`src/rtl/uart_rx_if.sv`:
```
// uart_rx_if: serial line and receive-result signals of the UART receiver
//  tick          oversample strobe, OS_RATE pulses per bit (master -> slave)
//  rx            serial line, idle high (master -> slave)
//  rx_data       last correctly framed word (slave -> master)
//  rx_done       1-clk pulse, rx_data updated (slave -> master)
//  rx_frame_err  1-clk pulse, stop bit sampled low (slave -> master)
//  rx_busy       frame in progress (slave -> master)
//  rx_parity_err 1-clk pulse on parity mismatch, only with UART_RX_PARITY_EN
interface uart_rx_if #(
   parameter int DATA_BITS = 8
);
   logic                 tick;
   logic                 rx;
   logic [DATA_BITS-1:0] rx_data;
   logic                 rx_done;
   logic                 rx_frame_err;
   logic                 rx_busy;
`ifdef UART_RX_PARITY_EN
   logic                 rx_parity_err;
   modport master (output tick, rx, input rx_data, rx_done, rx_frame_err, rx_busy, rx_parity_err);
   modport slave  (input tick, rx, output rx_data, rx_done, rx_frame_err, rx_busy, rx_parity_err);
`else
   modport master (output tick, rx, input rx_data, rx_done, rx_frame_err, rx_busy);
   modport slave  (input tick, rx, output rx_data, rx_done, rx_frame_err, rx_busy);
`endif
endinterface

```
`src/rtl/uart_rx.sv`:
```
// uart_rx: oversampled UART receiver, LSB-first frames with one stop bit
//  clk  system clock, rst synchronous active-high reset
//  bus  uart_rx_if.slave: tick/rx in; rx_data, rx_done, rx_frame_err,
//       rx_busy (and rx_parity_err) out
//  Define UART_RX_PARITY_EN to add an even-parity bit after the data bits.
module uart_rx #(
   parameter int DATA_BITS = 8,
   parameter int OS_RATE   = 16
) (
   input  logic     clk,
   input  logic     rst,
   uart_rx_if.slave bus
);
   localparam int TW = $clog2(OS_RATE);
   localparam int BW = $clog2(DATA_BITS);
`ifdef UART_RX_PARITY_EN
   typedef enum logic [2:0] {IDLE, START, DATA, PARITY, STOP, BRK} state_t;
   logic par_q, perr_q;
`else
   typedef enum logic [2:0] {IDLE, START, DATA, STOP, BRK} state_t;
`endif
   state_t               state_q;
   logic                 rx_meta_q, rx_s_q;
   logic [TW-1:0]        tick_q;
   logic [BW-1:0]        bit_q;
   logic [DATA_BITS-1:0] sh_q, data_q;
   logic                 done_q, ferr_q, busy_q;
   logic                 at_lim;
   // START waits half a bit to land mid-bit; later states wait a full bit
   assign at_lim = bus.tick && tick_q == ((state_q == START) ? TW'(OS_RATE / 2 - 1) : TW'(OS_RATE - 1));
   always_ff @(posedge clk) begin
      if (rst) begin
         rx_meta_q <= 1'b1;
         rx_s_q    <= 1'b1;
         state_q   <= IDLE;
         tick_q    <= '0;
         bit_q     <= '0;
         sh_q      <= '0;
         data_q    <= '0;
         done_q    <= 1'b0;
         ferr_q    <= 1'b0;
         busy_q    <= 1'b0;
`ifdef UART_RX_PARITY_EN
         par_q     <= 1'b0;
         perr_q    <= 1'b0;
`endif
      end else begin
         rx_meta_q <= bus.rx;
         rx_s_q    <= rx_meta_q;
         done_q    <= 1'b0;
         ferr_q    <= 1'b0;
`ifdef UART_RX_PARITY_EN
         perr_q    <= 1'b0;
`endif
         if (bus.tick) tick_q <= at_lim ? '0 : tick_q + 1'b1;
         case (state_q)
            IDLE: begin
               tick_q <= '0;
               if (!rx_s_q) state_q <= START;
            end
            START: if (at_lim) begin
               state_q <= rx_s_q ? IDLE : DATA;
               busy_q  <= !rx_s_q;
               bit_q   <= '0;
            end
            DATA: if (at_lim) begin
               sh_q  <= {rx_s_q, sh_q[DATA_BITS-1:1]};
               bit_q <= bit_q + 1'b1;
`ifdef UART_RX_PARITY_EN
               if (bit_q == BW'(DATA_BITS - 1)) state_q <= PARITY;
`else
               if (bit_q == BW'(DATA_BITS - 1)) state_q <= STOP;
`endif
            end
`ifdef UART_RX_PARITY_EN
            PARITY: if (at_lim) begin
               par_q   <= rx_s_q;
               state_q <= STOP;
            end
`endif
            STOP: if (at_lim) begin
               busy_q  <= 1'b0;
               done_q  <= rx_s_q;
               ferr_q  <= !rx_s_q;
               state_q <= rx_s_q ? IDLE : BRK;
               if (rx_s_q) data_q <= sh_q;
`ifdef UART_RX_PARITY_EN
               perr_q  <= rx_s_q && (^sh_q ^ par_q);
`endif
            end
            // held-low line after a bad stop bit must not look like a new start
            BRK: begin
               tick_q <= '0;
               if (rx_s_q) state_q <= IDLE;
            end
            default: state_q <= IDLE;
         endcase
      end
   end
   assign bus.rx_data      = data_q;
   assign bus.rx_done      = done_q;
   assign bus.rx_frame_err = ferr_q;
   assign bus.rx_busy      = busy_q;
`ifdef UART_RX_PARITY_EN
   assign bus.rx_parity_err = perr_q;
`endif
endmodule
```
`src/flat_wrapper.sv`:
```
// flat-port wrapper written by rule: the top's interface ports become plain ports
module uart_rx_flat 
#(
   parameter int DATA_BITS = 8,
   parameter int OS_RATE   = 16
)
  (clk, rst, bus_tick, bus_rx, bus_rx_data, bus_rx_done, bus_rx_frame_err, bus_rx_busy);
  uart_rx_if #(.DATA_BITS(DATA_BITS)) bus_i ();
  input  logic clk;
  input  logic rst;
  input wire logic [$bits(bus_i.tick)-1:0] bus_tick;
  input wire logic [$bits(bus_i.rx)-1:0] bus_rx;
  output wire logic [$bits(bus_i.rx_data)-1:0] bus_rx_data;
  output wire logic [$bits(bus_i.rx_done)-1:0] bus_rx_done;
  output wire logic [$bits(bus_i.rx_frame_err)-1:0] bus_rx_frame_err;
  output wire logic [$bits(bus_i.rx_busy)-1:0] bus_rx_busy;
  assign bus_i.tick = bus_tick;
  assign bus_i.rx = bus_rx;
  assign bus_rx_data = bus_i.rx_data;
  assign bus_rx_done = bus_i.rx_done;
  assign bus_rx_frame_err = bus_i.rx_frame_err;
  assign bus_rx_busy = bus_i.rx_busy;
  uart_rx #(.DATA_BITS(DATA_BITS), .OS_RATE(OS_RATE)) u_core (.clk(clk), .rst(rst), .bus(bus_i));
endmodule
```
`config.mk`:
```
export PLATFORM = sky130hd
export DESIGN_NAME = uart_rx_flat
export DESIGN_NICKNAME = d
export VERILOG_FILES = /design/src/rtl/uart_rx_if.sv /design/src/rtl/uart_rx.sv /design/src/flat_wrapper.sv
export SDC_FILE = /design/constraint.sdc
export NUM_CORES = 1
export LEC_CHECK = 0
export CORE_ASPECT_RATIO = 0.75
export CORE_MARGIN = 3
export CORE_UTILIZATION = 66
export DETAILED_ROUTE_END_ITERATION = 10
export DONT_BUFFER_PORTS = 1
export GPL_TIMING_DRIVEN = 0
export PLACE_DENSITY = 0.82
export SLEW_MARGIN = 10
export SYNTH_ARGS = -nofsm -noshare
export SYNTH_HDL_FRONTEND = slang
export SYNTH_SLANG_ARGS = --single-unit
```
`constraint.sdc`:
```
create_clock -name clk -period 2.8 [get_ports clk]
set_clock_uncertainty 0.05 [all_clocks]
set_input_delay 0.56 -clock clk [delete_from_list [all_inputs] [get_ports clk]]
set_output_delay 0.56 -clock clk [all_outputs]
set_load 0.005 [all_outputs]
```
=== Word-level counts from Yosys, hierarchy flattened ===
Index checks and enable logic that the tools add are counted.

* $add $sub $neg: 2
* Eq/ne operators: 12
* Mux-type cells: 17
* Bitwise logic cells: 2
* Reduce and logical (&&, ||, !) cells: 12

{| class="wikitable"
|+ Operator list
! cell !! number
|-
| 3-bit 2-to-1 mux || 9
|-
| 3-bit case mux with 5 select lines || 1
|-
| 2-bit by 1-bit inequality test with 1-bit output (second input constant) || 5
|-
| 3-bit AND reduction || 3
|-
| 4-bit 2-to-1 mux || 2
|-
| 3-bit by 2-bit equality test with 1-bit output (second input constant) || 2
|-
| 3-bit equality test (second input constant) || 2
|-
| 3-bit case mux with 2 select lines || 1
|-
| 6-bit AND reduction || 1
|-
| 3-bit OR reduction || 2
|-
| 4-bit by 1-bit adder with 4-bit output (second input constant) || 1
|-
| 4-bit equality test || 1
|-
| 2-bit nonzero test || 2
|-
| 3-bit by 1-bit adder with 3-bit output (second input constant) || 1
|-
| 3-bit by 1-bit equality test with 1-bit output (second input constant) || 1
|-
| 3-bit zero test || 1
|-
| 1-bit 2-to-1 mux || 2
|-
| 2-bit 2-to-1 mux || 1
|-
| 2-bit inequality test (second input constant) || 1
|-
| 1-bit NOT || 2
|-
| 1-bit case mux with 2 select lines || 1
|-
| 2-bit AND reduction || 1
|-
| 1-bit logical AND || 1
|-
| 1-bit zero test || 1
|}

* Register bits: 31
* Input bits: 4
* Output and inout port bits: 11
* Logic and storage cells: 55

=== Depth between registers and ports, before layout ===
* Depth in word-level cells: 6
* Depth in mapped cells: 6
* Gate-level depth less buffers: 4

=== Least setup slack after synthesis ===
OpenSTA, ideal clock, no wires.

* Path type: input-to-reg
* Start point: in bus_tick
* End point: reg u_core.state_q[0]
* Library setup time: 66 ps
* Arrival: 1,330 ps
* Required time: 2,684 ps
* Slack: 1,354 ps
* Stages on the path: 5
* Path buffers: 2
* Cells stage by stage: buf_6 and3_1 buf_6 a311o_1 a21oi_2

* Cells in the longest elaborated chain, start to end: 3
* Elaborated cells between the ends (all ways): 5
* Classes of those cells: 3 x eq/ne; 2 x reduce/logical

{| class="wikitable"
|+ Ends and longest elaborated chain
! item !! line !! text
|-
| start, declared || flat_wrapper.sv:11 || <nowiki>input wire logic [$bits(bus_i.tick)-1:0] bus_tick;</nowiki>
|-
| 1-bit logical AND (*) || uart_rx.sv:30 || <nowiki>assign at_lim = bus.tick && tick_q == ((state_q == START) ? TW'(OS_RATE / 2 - 1) : TW'(OS_RATE - 1));</nowiki>
|-
| 2-bit by 1-bit inequality test with 1-bit output (no line) || -- ||
|-
| 6-bit AND reduction (no line) (*) || -- ||
|-
| end signal, assigned || uart_rx.sv:62 || <nowiki>state_q <= rx_s_q ? IDLE : DATA;</nowiki>
|-
| end signal, assigned || uart_rx.sv:85 || <nowiki>state_q <= rx_s_q ? IDLE : BRK;</nowiki>
|-
| end, declared || uart_rx.sv:22 || <nowiki>state_t state_q;</nowiki>
|}

Mark *: on every way between the ends. The rest lies on a longest branch, timed or not.
A chain may end at the register's enable or synchronous reset.

=== Final worst setup path ===
* Start point: reg u_core.tick_q[0]
* End point: reg u_core.data_q[2] (netlist: u_core.bus.rx_data[2])

* Cells in the longest elaborated chain, start to end: 3

{| class="wikitable"
|+ Ends and longest elaborated chain
! item !! line !! text
|-
| start, declared || uart_rx.sv:24 || <nowiki>logic [TW-1:0] tick_q;</nowiki>
|-
| start signal, assigned || uart_rx.sv:55 || <nowiki>if (bus.tick) tick_q <= at_lim ? '0 : tick_q + 1'b1;</nowiki>
|-
| 4-bit equality test || uart_rx.sv:30 ||
|-
| 1-bit logical AND || uart_rx.sv:30 ||
|-
| 3-bit AND reduction (no line) || -- ||
|-
| end signal, assigned || uart_rx.sv:86 || <nowiki>if (rx_s_q) data_q <= sh_q;</nowiki>
|-
| end, declared || uart_rx.sv:26 || <nowiki>logic [DATA_BITS-1:0] sh_q, data_q;</nowiki>
|}

No other way between the ends.

==> flow_summary_export.csv <==
group,metric,value,unit
floorplan,start_util,71.6,%
routing,ant_nets,0,
logic_synthesis,yosys_most_used_dff,"dfxtp_1",
timing,period_minus_slack,1.65,ns
timing,fin_tns_setup,0,ns
final_layout,fin_cells,188,
critical_path,start_kind,"flop",
critical_path,end_kind,"flop",
logic_synthesis,syn-cell-area,0.00147,mm^2
floorplan,coreArea,0.00205,mm^2
grt,overflow,0,
pwr,swShare,22.3,%
grt,grt_max_degree,11,
cts,cts_resized,0,
critical_path,cp.arrival,1.81,ns
pwr,switching_power,0.173,mW
logic_synthesis,yosys_warnings,0,
cts,clk_latency,0.34,ns
job,max_cap_viol_count,0,
routing,wirelength,3.12,mm
place,post-dp-hpwl,2.14,mm
floorplan,rows,14,
timing,timing.fmax,0.606,GHz
final_layout,syn_to_final_growth,6.74,%
place,placed_area,0.00150,mm^2
timing,max_slew.worst_pin.slew,0.542,ns
final_layout,drive_gt1_share,16.5,%
timing,rsz0062_at_grt,"false",
grt,first_global_vias,1007,
timing,drv_slew,0,
timing,setup_viol,0,
logic_synthesis,avgSynthCellArea,9.40,um^2
timing,hold_violations,0,
cts,postCtsSetupBuffers,0,
pwr,combPwrFrac,4.1,%
grt,grt_pass1_wl,5.00,mm
logic_synthesis,async_flop_share,0,%
place,gp_congestion,0.810,
pwr,power.density,495,mW/mm^2
floorplan,dieArea,0.00283,mm^2
grt,antenna_found_initial,0,
routing,wl_per_cell,16.6,um
cts,tritoncts,"built",
routing,viasPerCell,6.60,
cts,hold_buffers,0,
floorplan,pin_count,15,
final_layout,design_area,0.00157,mm^2
timing,slew-limit-headroom,63.9,%
pwr,p_int,0.602,mW
cts,clock_path_buffers,2,
logic_synthesis,syn_inst,156,
pwr,leakage,0.553,nW
floorplan,die_h,46.8,um
logic_synthesis,synth_seq_cells,31,
pwr,total_power,0.776,mW
logic_synthesis,synth_edf_count,0,
routing,drc,0,
place,dp_cells,180,
cts,clock_sinks,31,
grt,grt_usage,24.7,%
timing,fin_crit_sh,58.9,%
timing,setup_slack,1.15,ns
pwr,pwr-share-clk,38.5,%
final_layout,fill_cells,150,
place,io_buffers,0,
pwr,p_seq_share,57.4,%
final_layout,layout_commonest_cell,"dfxtp_1",
logic_synthesis,syn-num-nets,163,
critical_path,path_class,"flop to flop",
cts,root_buffer,"clkbuf_4",
routing,vias,1241,
final_layout,fin_util,76.4,%
cts,clk_pin_slew,0.10,ns
pwr,ir_drop,0.421,mV
cts,numCtsBuffers,5,
final_layout,fin_nets,170,
routing,drtIter0Drc,103,
run_status,status,"finished, final reports clean",
critical_path,worst-path-max-fanout,10,
final_layout,multi_input_area,713,um^2
cts,cts-htree-levels,2,
routing,dr.pass1.iters,4,
final_layout,final_cell_mix,"dfxtp_1, a21oi_1, nand3_1, nand4_1, o31ai_1",
timing,hold_ws,0.277,ns
final_layout,seq_area,621,um^2
logic_synthesis,ys_seq_area_share,42.3,%
min_path,min_path_type,"input port to flop",
floorplan,die_w,60.4,um
logic_synthesis,yosysUniqueCellTypes,43,
place,place_ws,1.16,ns
critical_path,critical_path_required,2.96,ns
final_layout,diodes,0,
[per-layer routing]
metal / up-vias / track usage, % / share of wire [%]
met5: - / 0 / 0
met1: 575 / 36.3 / 48
met3: 7 / 7.97 / 8.9
met2: 56 / 33.0 / 41
met4: 0 / 10.4 / 2.0
li1: 603 / - / -
[cells by family after synthesis]
kind of cell,share of synthesized area [%]
flip-flops,42.3
buffers and inverters,9.04
adder cells (fa/ha/maj),2.56
AO/OA/AOI/OAI,21.6
XOR/XNOR,1.19
multiplexers,0.683
AND/OR/NAND/NOR,22.6
[cells in the mapped netlist (all sizes together), types with 3 or more instances]
master / instances / area (um^2)
o21ai: 8 / 40.0
buf: 10 / 98.8
clkbuf: 5 / 18.8
dfxtp: 31 / 621
a21oi: 21 / 113
nand4: 10 / 62.6
nor2b: 3 / 21.3
nor2: 5 / 18.8
or2: 3 / 18.8
and3: 3 / 18.8
ha: 3 / 37.5
nand3: 10 / 50.1
o31ai: 9 / 67.6
nand2b: 3 / 18.8
inv: 3 / 11.3
[layout make-up]
type,count,area share (%)
clock buffer,8,4.40
tap,24,1.92
multi-input combinational,106,45.6
buffer,15,7.51
sequential,31,39.6
inverter,4,0.959
[worst max-delay path: stages, from the launching register on]
cell,delay [ns]
dfxtp_1,0.39
ha_1,0.22
nand3_1,0.15
clkbuf_1,0.27
o31ai_1,0.32
a21oi_1,0.11
[state kept, by name, indices dropped and copies added, names as in the netlist]
name,count
u_core.tick_q,4
u_core.bus.rx_data,8
u_core.bus.rx_done,1
u_core.rx_meta_q,1
u_core.rx_s_q,1
u_core.bit_q,3
u_core.bus.rx_frame_err,1
u_core.sh_q,8
u_core.bus.rx_busy,1
u_core.state_q,3
[path summary, 6_finish.rpt]
check                                      from  cells after the start  slack (ns)                                 end
hold / removal                           bus_rx                      1        0.28         u_core.rx_meta_q$_SDFF_PP1_
setup / recovery  u_core.tick_q[0]$_SDFFE_PP0P_                      5        1.15  u_core.bus.rx_data[2]$_SDFFE_PP0P_
setup reg to reg  u_core.tick_q[0]$_SDFFE_PP0P_                      5        1.15  u_core.bus.rx_data[2]$_SDFFE_PP0P_
hold reg to reg     u_core.rx_meta_q$_SDFF_PP1_                      1        0.37            u_core.rx_s_q$_SDFF_PP1_
[power groups by stage]
stage	Combinational, mW	Clock (mW)	Sequential [mW]
global route	0.0340	0.323	0.446
CTS	0.0306	0.302	0.445
detailed placement	0.0304	0	0.456
global placement	0.0294	0	0.455
finish	0.0315	0.299	0.445
floorplan	0.0249	0	0.455
Note: power is estimated with default switching activity, not from simulation.
==> RTL edit (same settings) <==
`DATA_BITS` is set to 8 in 3 places; all go to 4.
--- a/src/rtl/uart_rx_if.sv
+++ b/src/rtl/uart_rx_if.sv
@@ -8,5 +8,5 @@
 //  rx_parity_err 1-clk pulse on parity mismatch, only with UART_RX_PARITY_EN
 interface uart_rx_if #(
-   parameter int DATA_BITS = 8
+   parameter int DATA_BITS = 4
 );
    logic                 tick;
--- a/src/rtl/uart_rx.sv
+++ b/src/rtl/uart_rx.sv
@@ -5,5 +5,5 @@
 //  Define UART_RX_PARITY_EN to add an even-parity bit after the data bits.
 module uart_rx #(
-   parameter int DATA_BITS = 8,
+   parameter int DATA_BITS = 4,
    parameter int OS_RATE   = 16
 ) (
--- a/src/flat_wrapper.sv
+++ b/src/flat_wrapper.sv
@@ -2,5 +2,5 @@
 module uart_rx_flat 
 #(
-   parameter int DATA_BITS = 8,
+   parameter int DATA_BITS = 4,
    parameter int OS_RATE   = 16
 )
Ports: changed (resized bus_rx_data); port bits go from 15 to 11. No check against the original RTL was run, so the function may have changed too.
==> RTL edit against the original RTL <==
Worst setup slack better by 0.022 ns. Design area is 29% lower. Area after synthesis is 28% lower. Power is 34% lower. Sequential power is 29% lower. Routed wire length is 27% lower. Non-clock buffer count is 5 lower. Sequential cell count is 9 lower.
==> RTL edit: results (changes against the original RTL) <==
status = finished clean
Diodes inserted = 0 (unchanged)
inverters = 3 (-1)
met2 wire len = 1020 um (-20%)
Mapped Nets = 121 (-26%)
CP max stage cell = or4b_1
r2r worst-path depth = 4 (-1)
sequential-to-total area share from yosys stat = 0.416 (-0.00713)
clock network area share = 0.0324 (-0.0115)
Multi-In Gates = 80 (-25%)
leakage = 0.000403 uW (-27%)
CP peak stage delay = 0.50 ns (+0.11 ns)
Post-synth ARST share = 0 (unchanged)
GR Util met3 = 0.0691 (-0.0106)
vias in the first global route = 820 (-19%)
VDD IR max = 0.617 mV (+47%)
syn_area_per_cell = 9.20 um^2 (-2.1%)
Hold Slack = 0.306 ns (+0.0283 ns)
dpl hpwl = 1610 um (-25%)
clock buffers = 4 (-4)
Via density = 6.60 (about the same)
Critical R2R Capture = u_core.bus.rx_busy
GR met2 Demand/Resource = 0.431 (+0.102)
M1 WL = 1090 um (-27%)
CTS sink count = 22 (-29%)
fillers = 95 (-37%)
placer congestion estimate = 0.881 (+8.8%)
EDFF count, synth = 0 (unchanged)
Mapped Cells = 115 (-26%)
FF/Latch Area = 440 um^2 (-29%)
share of layout cells above drive strength 1 = 0.168 (+0.00343)
largest net degree at the start of global routing = 13 (+2)
Non-Filler Instances = 138 (-27%)
CP Max Fanout = 6 (-4)
Non-clk bufs = 10 (-5)
first-pass GRT wire length = 3680 um (-26%)
pre-CTS WS = 1.14 ns (-0.0156 ns)
CTS Buf Count = 3 (-2)
placed inst area = 1080 um^2 (-28%)
Max-slew headroom = 0.739 (+0.100)
total track usage = 0.242 (-0.00511)
buffering overhead = 0.0705 (-0.00467)
initial drt markers = 28 (-73%)
Area Growth Syn to Fin = 5.67%
clk_lat worst skew = 0.31 ns (-0.03 ns)
clock-pin slew on the worst setup and hold paths = 0.12 ns (+0.02 ns)
# nets final = 126 (-26%)
Synth area leaders = dfxtp_1 42%, a21oi_1 4.3%, o31ai_1 4.3%, nand4_1 3.0%, nand3_1 2.8%
met3 WL = 156 um (-44%)
fraction of area in multi-input gates = 0.472 (+0.0164)
Commonest cells post-synth = 22 x dfxtp_1, 9 x a21oi_1, 6 x nand3_1, 6 x o21ai_0, 6 x o31ai_1
[RTL edit: logic make-up after synthesis]
logic type	share of synthesized area
AOI/OAI and AO/OA	0.181
xor gates and xnor gates	0.0166
adders and majority gates	0.0236
buffers and inverters	0.0851
DFF	0.416
muxes	0.00946
and+or+nand+nor	0.268
[RTL edit: worst max path at each step]
stage                                start                 end  slack [ns]  cells after the start
after global routing      u_core.tick_q[0]  u_core.bus.rx_busy        1.10                      4
after CTS                 u_core.tick_q[0]  u_core.bus.rx_busy        1.20                      4
after detailed placement          bus_tick  u_core.bus.rx_busy        1.14                      4
after global placement            bus_tick  u_core.bus.rx_busy        1.14                      4
final                     u_core.tick_q[0]  u_core.bus.rx_busy        1.17                      4
after floorplan                   bus_tick  u_core.bus.rx_busy        1.24                      4
[RTL edit: power by group]
part	internal [uW]	total (uW)	switching, uW
combinational	10.1	23.2	13.1
sequential	315	317	1.96
clock	79.4	175	95.3
